==> src/rtl/jk_cmd_sequencer_if.sv <==
// Command handshake bundle between a command source and jk_cmd_sequencer.
// Signal names follow the sequencer's published port names.
interface jk_cmd_sequencer_if;
    logic       iCmdValid;
    logic       oCmdReady;
    logic [1:0] iCmd;
    logic [3:0] iRepeat;

    modport master (
        output iCmdValid,
        output iCmd,
        output iRepeat,
        input  oCmdReady
    );

    modport slave (
        input  iCmdValid,
        input  iCmd,
        input  iRepeat,
        output oCmdReady
    );
endinterface

==> src/rtl/jk_cmd_sequencer.sv <==
// Queues J/K commands in a small FIFO and drives them to a downstream JK flip-flop,
// tracking the expected flip-flop state and flagging any disagreement with the returned Q.
module jk_cmd_sequencer #(
    parameter int DEPTH = 4
) (
    input  logic                iClk,
    input  logic                iRst,
    jk_cmd_sequencer_if.slave   cmd,
    output logic                oJ,
    output logic                oK,
    input  logic                iQ,
    input  logic                iCheckEn,
    output logic                oQModel,
    output logic                oMismatch,
    output logic                oBusy,
    output logic [7:0]          oToggleCnt
);

    localparam int AW = $clog2(DEPTH);

    typedef enum logic [0:0] {
        ST_IDLE  = 1'b0,
        ST_DRIVE = 1'b1
    } state_e;

    state_e      state_q, state_d;
    logic [5:0]  fifo_q [DEPTH];
    logic [AW-1:0] wr_ptr_q, wr_ptr_d;
    logic [AW-1:0] rd_ptr_q, rd_ptr_d;
    logic [AW:0] count_q, count_d;
    logic        j_q, j_d;
    logic        k_q, k_d;
    logic [3:0]  rep_q, rep_d;
    logic        qmodel_q, qmodel_d;
    logic        mismatch_q, mismatch_d;
    logic [7:0]  toggle_q, toggle_d;

    logic        full_s;
    logic        empty_s;
    logic        push_s;
    logic        pop_s;
    logic [5:0]  head_s;

    assign full_s        = (count_q == (AW+1)'(DEPTH));
    assign empty_s       = (count_q == {(AW+1){1'b0}});
    assign push_s        = cmd.iCmdValid & ~full_s;
    assign head_s        = fifo_q[rd_ptr_q];
    assign cmd.oCmdReady = ~full_s;

    assign oJ         = j_q;
    assign oK         = k_q;
    assign oQModel    = qmodel_q;
    assign oMismatch  = mismatch_q;
    assign oBusy      = (state_q == ST_DRIVE);
    assign oToggleCnt = toggle_q;

    // Sequencer FSM: pops the FIFO head into the J/K drive registers and counts repeats.
    always_comb begin
        state_d = state_q;
        j_d     = j_q;
        k_d     = k_q;
        rep_d   = rep_q;
        pop_s   = 1'b0;
        case (state_q)
            ST_IDLE: begin
                if (!empty_s) begin
                    pop_s   = 1'b1;
                    state_d = ST_DRIVE;
                    j_d     = head_s[5];
                    k_d     = head_s[4];
                    rep_d   = head_s[3:0];
                end else begin
                    j_d     = 1'b0;
                    k_d     = 1'b0;
                end
            end
            ST_DRIVE: begin
                if (rep_q != 4'd0) begin
                    rep_d = rep_q - 4'd1;
                end else if (!empty_s) begin
                    // Back-to-back: next command starts without an idle gap.
                    pop_s = 1'b1;
                    j_d   = head_s[5];
                    k_d   = head_s[4];
                    rep_d = head_s[3:0];
                end else begin
                    state_d = ST_IDLE;
                    j_d     = 1'b0;
                    k_d     = 1'b0;
                end
            end
            default: begin
                state_d = ST_IDLE;
                j_d     = 1'b0;
                k_d     = 1'b0;
                rep_d   = 4'd0;
            end
        endcase
    end

    // FIFO pointer and occupancy next-state.
    always_comb begin
        wr_ptr_d = wr_ptr_q;
        rd_ptr_d = rd_ptr_q;
        count_d  = count_q;
        if (push_s) begin
            wr_ptr_d = wr_ptr_q + AW'(1);
        end else begin
            wr_ptr_d = wr_ptr_q;
        end
        if (pop_s) begin
            rd_ptr_d = rd_ptr_q + AW'(1);
        end else begin
            rd_ptr_d = rd_ptr_q;
        end
        case ({push_s, pop_s})
            2'b10:   count_d = count_q + (AW+1)'(1);
            2'b01:   count_d = count_q - (AW+1)'(1);
            default: count_d = count_q;
        endcase
    end

    // Expected flip-flop state, sticky compare flag and toggle-cycle counter.
    always_comb begin
        qmodel_d = qmodel_q;
        case ({j_q, k_q})
            2'b10:   qmodel_d = 1'b1;
            2'b01:   qmodel_d = 1'b0;
            2'b11:   qmodel_d = ~qmodel_q;
            default: qmodel_d = qmodel_q;
        endcase
        mismatch_d = mismatch_q | (iCheckEn & (iQ != qmodel_q));
        if (j_q && k_q) begin
            toggle_d = toggle_q + 8'd1;
        end else begin
            toggle_d = toggle_q;
        end
    end

    // State registers; reset wins over push, pop and compare.
    always_ff @(posedge iClk) begin
        if (iRst) begin
            state_q    <= ST_IDLE;
            wr_ptr_q   <= {AW{1'b0}};
            rd_ptr_q   <= {AW{1'b0}};
            count_q    <= {(AW+1){1'b0}};
            j_q        <= 1'b0;
            k_q        <= 1'b0;
            rep_q      <= 4'd0;
            qmodel_q   <= 1'b0;
            mismatch_q <= 1'b0;
            toggle_q   <= 8'd0;
        end else begin
            state_q    <= state_d;
            wr_ptr_q   <= wr_ptr_d;
            rd_ptr_q   <= rd_ptr_d;
            count_q    <= count_d;
            j_q        <= j_d;
            k_q        <= k_d;
            rep_q      <= rep_d;
            qmodel_q   <= qmodel_d;
            mismatch_q <= mismatch_d;
            toggle_q   <= toggle_d;
        end
    end

    // FIFO storage; flushing is done by clearing the pointers, so no reset here.
    always_ff @(posedge iClk) begin
        if (push_s && !iRst) begin
            fifo_q[wr_ptr_q] <= {cmd.iCmd, cmd.iRepeat};
        end
    end

endmodule

==> src/flat_wrapper.sv <==
// flat-port wrapper written by rule: the top's interface ports become plain ports
module jk_cmd_sequencer_flat 
#(
    parameter int DEPTH = 4
)
  (iClk, iRst, oJ, oK, iQ, iCheckEn, oQModel, oMismatch, oBusy, oToggleCnt, cmd_iCmdValid, cmd_iCmd, cmd_iRepeat, cmd_oCmdReady);
  jk_cmd_sequencer_if cmd_i ();
  input  logic iClk;
  input  logic iRst;
  output logic oJ;
  output logic oK;
  input  logic iQ;
  input  logic iCheckEn;
  output logic oQModel;
  output logic oMismatch;
  output logic oBusy;
  output logic [7:0] oToggleCnt;
  input wire logic [$bits(cmd_i.iCmdValid)-1:0] cmd_iCmdValid;
  input wire logic [$bits(cmd_i.iCmd)-1:0] cmd_iCmd;
  input wire logic [$bits(cmd_i.iRepeat)-1:0] cmd_iRepeat;
  output wire logic [$bits(cmd_i.oCmdReady)-1:0] cmd_oCmdReady;
  assign cmd_i.iCmdValid = cmd_iCmdValid;
  assign cmd_i.iCmd = cmd_iCmd;
  assign cmd_i.iRepeat = cmd_iRepeat;
  assign cmd_oCmdReady = cmd_i.oCmdReady;
  jk_cmd_sequencer #(.DEPTH(DEPTH)) u_core (.iClk(iClk), .iRst(iRst), .cmd(cmd_i), .oJ(oJ), .oK(oK), .iQ(iQ), .iCheckEn(iCheckEn), .oQModel(oQModel), .oMismatch(oMismatch), .oBusy(oBusy), .oToggleCnt(oToggleCnt));
endmodule
==> config.mk <==
export PLATFORM = sky130hd
export DESIGN_NAME = jk_cmd_sequencer_flat
export DESIGN_NICKNAME = d
export VERILOG_FILES = /design/src/rtl/jk_cmd_sequencer_if.sv /design/src/rtl/jk_cmd_sequencer.sv /design/src/flat_wrapper.sv
export SDC_FILE = /design/constraint.sdc
export NUM_CORES = 1
export LEC_CHECK = 0
export CORE_MARGIN = 5
export CORE_UTILIZATION = 49
export DETAILED_ROUTE_END_ITERATION = 7
export PLACE_DENSITY = 0.76
export SYNTH_ARGS = -nofsm -noshare
export SYNTH_HDL_FRONTEND = slang
export SYNTH_SLANG_ARGS = --single-unit
==> constraint.sdc <==
create_clock -name iClk -period 2.5 [get_ports iClk]
set_input_delay 0.625 -clock iClk [delete_from_list [all_inputs] [get_ports iClk]]
set_output_delay 0.625 -clock iClk [all_outputs]
set_load 0.1 [all_outputs]
==> impl.org, run 1 <==
** Timing
- Endpoints failing hold :: 0
- The smallest clock period supported by the final layout is computed as 2410 ps.
- The tightest hold path in the finished design has a slack of 504 ps.
- Setup slack of the critical path after layout :: between 80 and 90 ps
- Slew Limit Headroom :: 72.8%
- Setup violations remaining at the end of the flow were counted as 0.
- Final slew viol count :: 0
- Setup repair after global routing left no endpoint under its margin.
- Post-Route Skew :: approximately 7 ps
- Slew @ Worst Pin :: roughly 410 ps
- After layout, the worst path uses a little over nine tenths of the clock period.
- Peak Freq :: ~410 MHz

** Die
- The floorplan has 23 rows.
- Pin placement for this block handled 25 I/O pins.
- DIE WIDTH :: ~76 µm
- Once the floorplan was initialized, standard cells occupied 51.6% of the core.
- The floorplan step defined a die boundary enclosing about 0.0057 mm².
- The die is approximately 76 µm tall.
- Core Area :: a little over 0.004 mm²

** Cells and area
- After filler insertion, the fill cell instance count of the layout stands at between 300 and 400.
- Number of antenna diodes :: 0
- The post-route netlist has about a quarter of its cells at a drive strength greater than 1.
- The net count of the finished layout is 227.
- Most used cells in the layout excluding fill and tap cells :: sky130_fd_sc_hd__dfxtp_1, sky130_fd_sc_hd__edfxtp_1, sky130_fd_sc_hd__buf_4
- Area growth, synth to finish :: 21.3%
- The finished layout holds between 200 and 300 standard cells, fillers aside.
- Once layout is complete, the utilization of the core stands at between 60% and 70%.
- Post-route cell area :: 0.00256 mm²

** Critical path
- Among all stages on the critical path, the largest delay is contributed by sky130_fd_sc_hd__or3b_4.
- STA classifies the critical path startpoint as a flip-flop.
- Crit path buffers/inverters :: 2
- In this run the worst path has a maximum fanout of 2.
- Largest delay contributor family on the critical path :: simple AND/OR/NAND/NOR gates
- At the worst endpoint, the required time is about 2700 ps.
- Data on the critical path arrives at its endpoint at 2650 ps.
- The worst setup path is of the reg -> reg kind.
- Crit end category :: flip-flop
- In this design, the stage delay of the slowest critical-path cell is around 400 ps.
- FF-to-FF path depth :: 10
- Stages on worst setup path :: 10
- The critical path goes through inv_2, ha_4, or3b_4, a21oi_4, ha_2, inv_1, fa_2, xor2_2, or3_4, a21oi_2.

** Place
- Timing analysis after detailed placement gives a worst setup slack of -55.7 ps.
- Number of I/O port buffers :: 24
- Placed wire-length estimate :: approximately 2800 µm
- Final Wtd Congestion :: between 0.7 and 0.8
- After detailed placement, the design holds a cell count of roughly 250.
- Area after detailed placement :: 0.00239 mm²

** Global route
- Global route total overflow :: 0
- The via count of the first global-routing pass came to about 1500.
- The first global-routing pass estimated between 6000 and 7000 µm of wire.
- Largest net degree at the start of global routing :: 29
- The number of antenna violations at the first check in global routing came to 0.
- Across every metal layer, demand over resource in global routing totals about 16%.

** Drt
- DRC marker count from the first detailed-route iteration :: roughly 120
- The first detailed-routing pass took 4 iterations.
- Dividing the detail-routed via count by the number of cells gives between 5 and 6.
- In the detailed route, the total length drawn on met3 is 235 µm.
- Uppermost routed layer :: met4
- For this block, the via count after detailed routing is 1387.
- Metal1 wirelength :: 1580 µm
- Wire length on met2 :: about 2000 µm
- Wirelength per Cell :: 15.2 µm
- The final layout contains routed wiring with a total length of between 3000 and 4000 µm.
- For this run, design rule violations remaining after detail routing come to 0.
- In this run the remaining antenna-violating nets after routing total 0.

** Job
- Maximum capacitance violations :: 0

** Yosys
- A synthesized cell averages roughly 12 µm².
- Summing the sequential cell areas from Yosys gives 58.8% of the chip area.
- Number of flops mapped to enable cells by yosys :: 24
- Proportion of synthesized flip-flops having asynchronous set or reset :: 0%
- Synth top area share :: 34.2%
- Synthesis handed over a netlist of about 170 instances.
- Most used DFF post-synth :: sky130_fd_sc_hd__dfxtp_1
- The biggest area contributor in the post-synthesis netlist is sky130_fd_sc_hd__edfxtp_1.
- Net Count, Synth :: 191
- After synthesis the cells add up to 0.00211 mm².
- In this run, distinct cell masters in the synthesized netlist total 35.
- Leading cell types by total area after synthesis :: sky130_fd_sc_hd__edfxtp_1, sky130_fd_sc_hd__dfxtp_1, sky130_fd_sc_hd__mux4_2
- Counting flops and latches in the post-synthesis netlist gives 50.
- For this run, the number of Yosys warnings is 0.

** Hold path
- Worst hold path type :: reg -> reg
- Hold Path Cell Cnt :: 2

** Run status
- The flow ran to the end, and the final reports show no timing, DRC or antenna violations.

** Clock tree
- Clock tree synthesis selected as its root buffer the cell sky130_fd_sc_hd__clkbuf_8.
- The tree built by TritonCTS fans out to 50 sinks.
- TritonCTS created 5 clock buffers.
- Clock latency reported for the late side of the worst-skew pair :: 300 ps
- Clock tree from TritonCTS :: done
- The H-tree was split into 2 levels.
- Clock-pin slew was measured on the worst setup and hold paths at about 100 ps.
- Maximum number of buffers from clock root to sink :: 2

** Pwr
- For this design the ratio of total power to cell area is between 1000 and 1500 mW/mm².
- Static power due to leakage :: about 0.9 nW
- IR analysis of the VDD net gives a maximum drop of 0.591 mV.
-- kinds of logic after synthesis --
| kind of cell | synth area share [%] |
|---|---|
| adders and majority gates | 5.69 |
| and+or+nand+nor | 13.2 |
| AOI/OAI and AO/OA | 7.18 |
| DFF | 58.8 |
| buffers and inverters | 3.20 |
| xor gates and xnor gates | 4.98 |
| muxes | 6.94 |
-- sequential cells by signal (all words and copies together) (netlist names), named ones only --
register,cells
u_core.count_q,3
u_core.fifo_q,24
u_core.oBusy,1
u_core.oJ,1
u_core.oK,1
u_core.oMismatch,1
u_core.oQModel,1
u_core.oToggleCnt,8
u_core.rd_ptr_q,2
u_core.rep_q,4
u_core.wr_ptr_q,2
-- routing by layer --
| layer | GRT usage [%] | vias to the layer above |
|---|---|---|
| met5 | 0 | - |
| li1 | - | 675 |
| met1 | 17.0 | 662 |
| met2 | 29.4 | 44 |
| met3 | 3.83 | 6 |
| met4 | 5.63 | 0 |
-- worst reg2reg max path: stages, from the launching register on --
cell	delay, ps
sky130_fd_sc_hd__dfxtp_2	340
sky130_fd_sc_hd__inv_2	70
sky130_fd_sc_hd__ha_4	130
sky130_fd_sc_hd__or3b_4	400
sky130_fd_sc_hd__a21oi_4	160
sky130_fd_sc_hd__ha_2	190
sky130_fd_sc_hd__inv_1	50
sky130_fd_sc_hd__fa_2	350
sky130_fd_sc_hd__xor2_2	160
sky130_fd_sc_hd__or3_4	390
sky130_fd_sc_hd__a21oi_2	110
-- cell type report --
type / instances / area (µm²) / share of cell area, %
clock buffers: 5 / 68.8 / 2.69
clock inverters: 3 / 26.3 / 1.03
inverters: 12 / 47.5 / 1.86
multi-input cells: 105 / 837 / 32.7
flip-flops and latches: 50 / 1240 / 48.6
well taps: 50 / 62.6 / 2.44
repair buffers: 33 / 273 / 10.7
-- Yosys cell counts (all sizes together), types with 2 or more instances --
library cell / count
a211oi: 4
a21oi: 10
a22oi: 2
and2: 5
buf: 2
clkbuf: 2
dfxtp: 26
edfxtp: 24
ha: 8
inv: 12
mux4: 6
nand2: 13
nand3: 5
nor2: 18
nor3: 5
o21ai: 3
or3: 3
or3b: 2
xnor2: 6
xor2: 6
-- per-stage QoR --
stage / setup TNS [ps] / total power [mW]
2_1_floorplan: 0 / 1.82
5_1_grt: 0 / 2.78
4_1_cts: 0 / 2.58
3_3_place_gp: 0 / 1.99
3_5_place_dp: -55.7 / 2.04
6_report: 0 / 2.63
-- what timing repair did --
action,in CTS,in global routing
setup endpoints to repair,1,1
buffers inserted,3,2
hold buffers,0,0
hold endpoints to repair,0,0
resized for setup,4,8
pin swaps,2,5
gates cloned,0,0
-- path summary, 6_finish.rpt --
path / start / end / slack, ps
setup / recovery: u_core.rep_q[1]$_SDFF_PP0_ / u_core.count_q[2]$_SDFFE_PP0P_ / 90
hold / removal: u_core.oMismatch$_SDFF_PP0_ / u_core.oMismatch$_SDFF_PP0_ / 500
setup reg to reg: u_core.rep_q[1]$_SDFF_PP0_ / u_core.count_q[2]$_SDFFE_PP0P_ / 90
hold reg to reg: u_core.oMismatch$_SDFF_PP0_ / u_core.oMismatch$_SDFF_PP0_ / 500
-- power breakdown --
part	switching [mW]	internal (mW)	leakage, nW	total, mW
registers	0.138	0.978	0.431	1.12
logic	0.583	0.437	0.437	1.02
clock network	0.283	0.206	0.0491	0.489
Power figures use the tool's default switching activity.
==> run 2, diff against run 1 <==
--- a/config.mk
+++ b/config.mk
@@ -8,6 +8,7 @@
 export CORE_MARGIN = 5
 export CORE_UTILIZATION = 49
 export DETAILED_ROUTE_END_ITERATION = 7
+export GPL_TIMING_DRIVEN = 1
 export PLACE_DENSITY = 0.76
 export SYNTH_ARGS = -nofsm -noshare
 export SYNTH_HDL_FRONTEND = slang
==> results of run 2 <==
Final layout, timing and power as in run 1 (identical DEF).
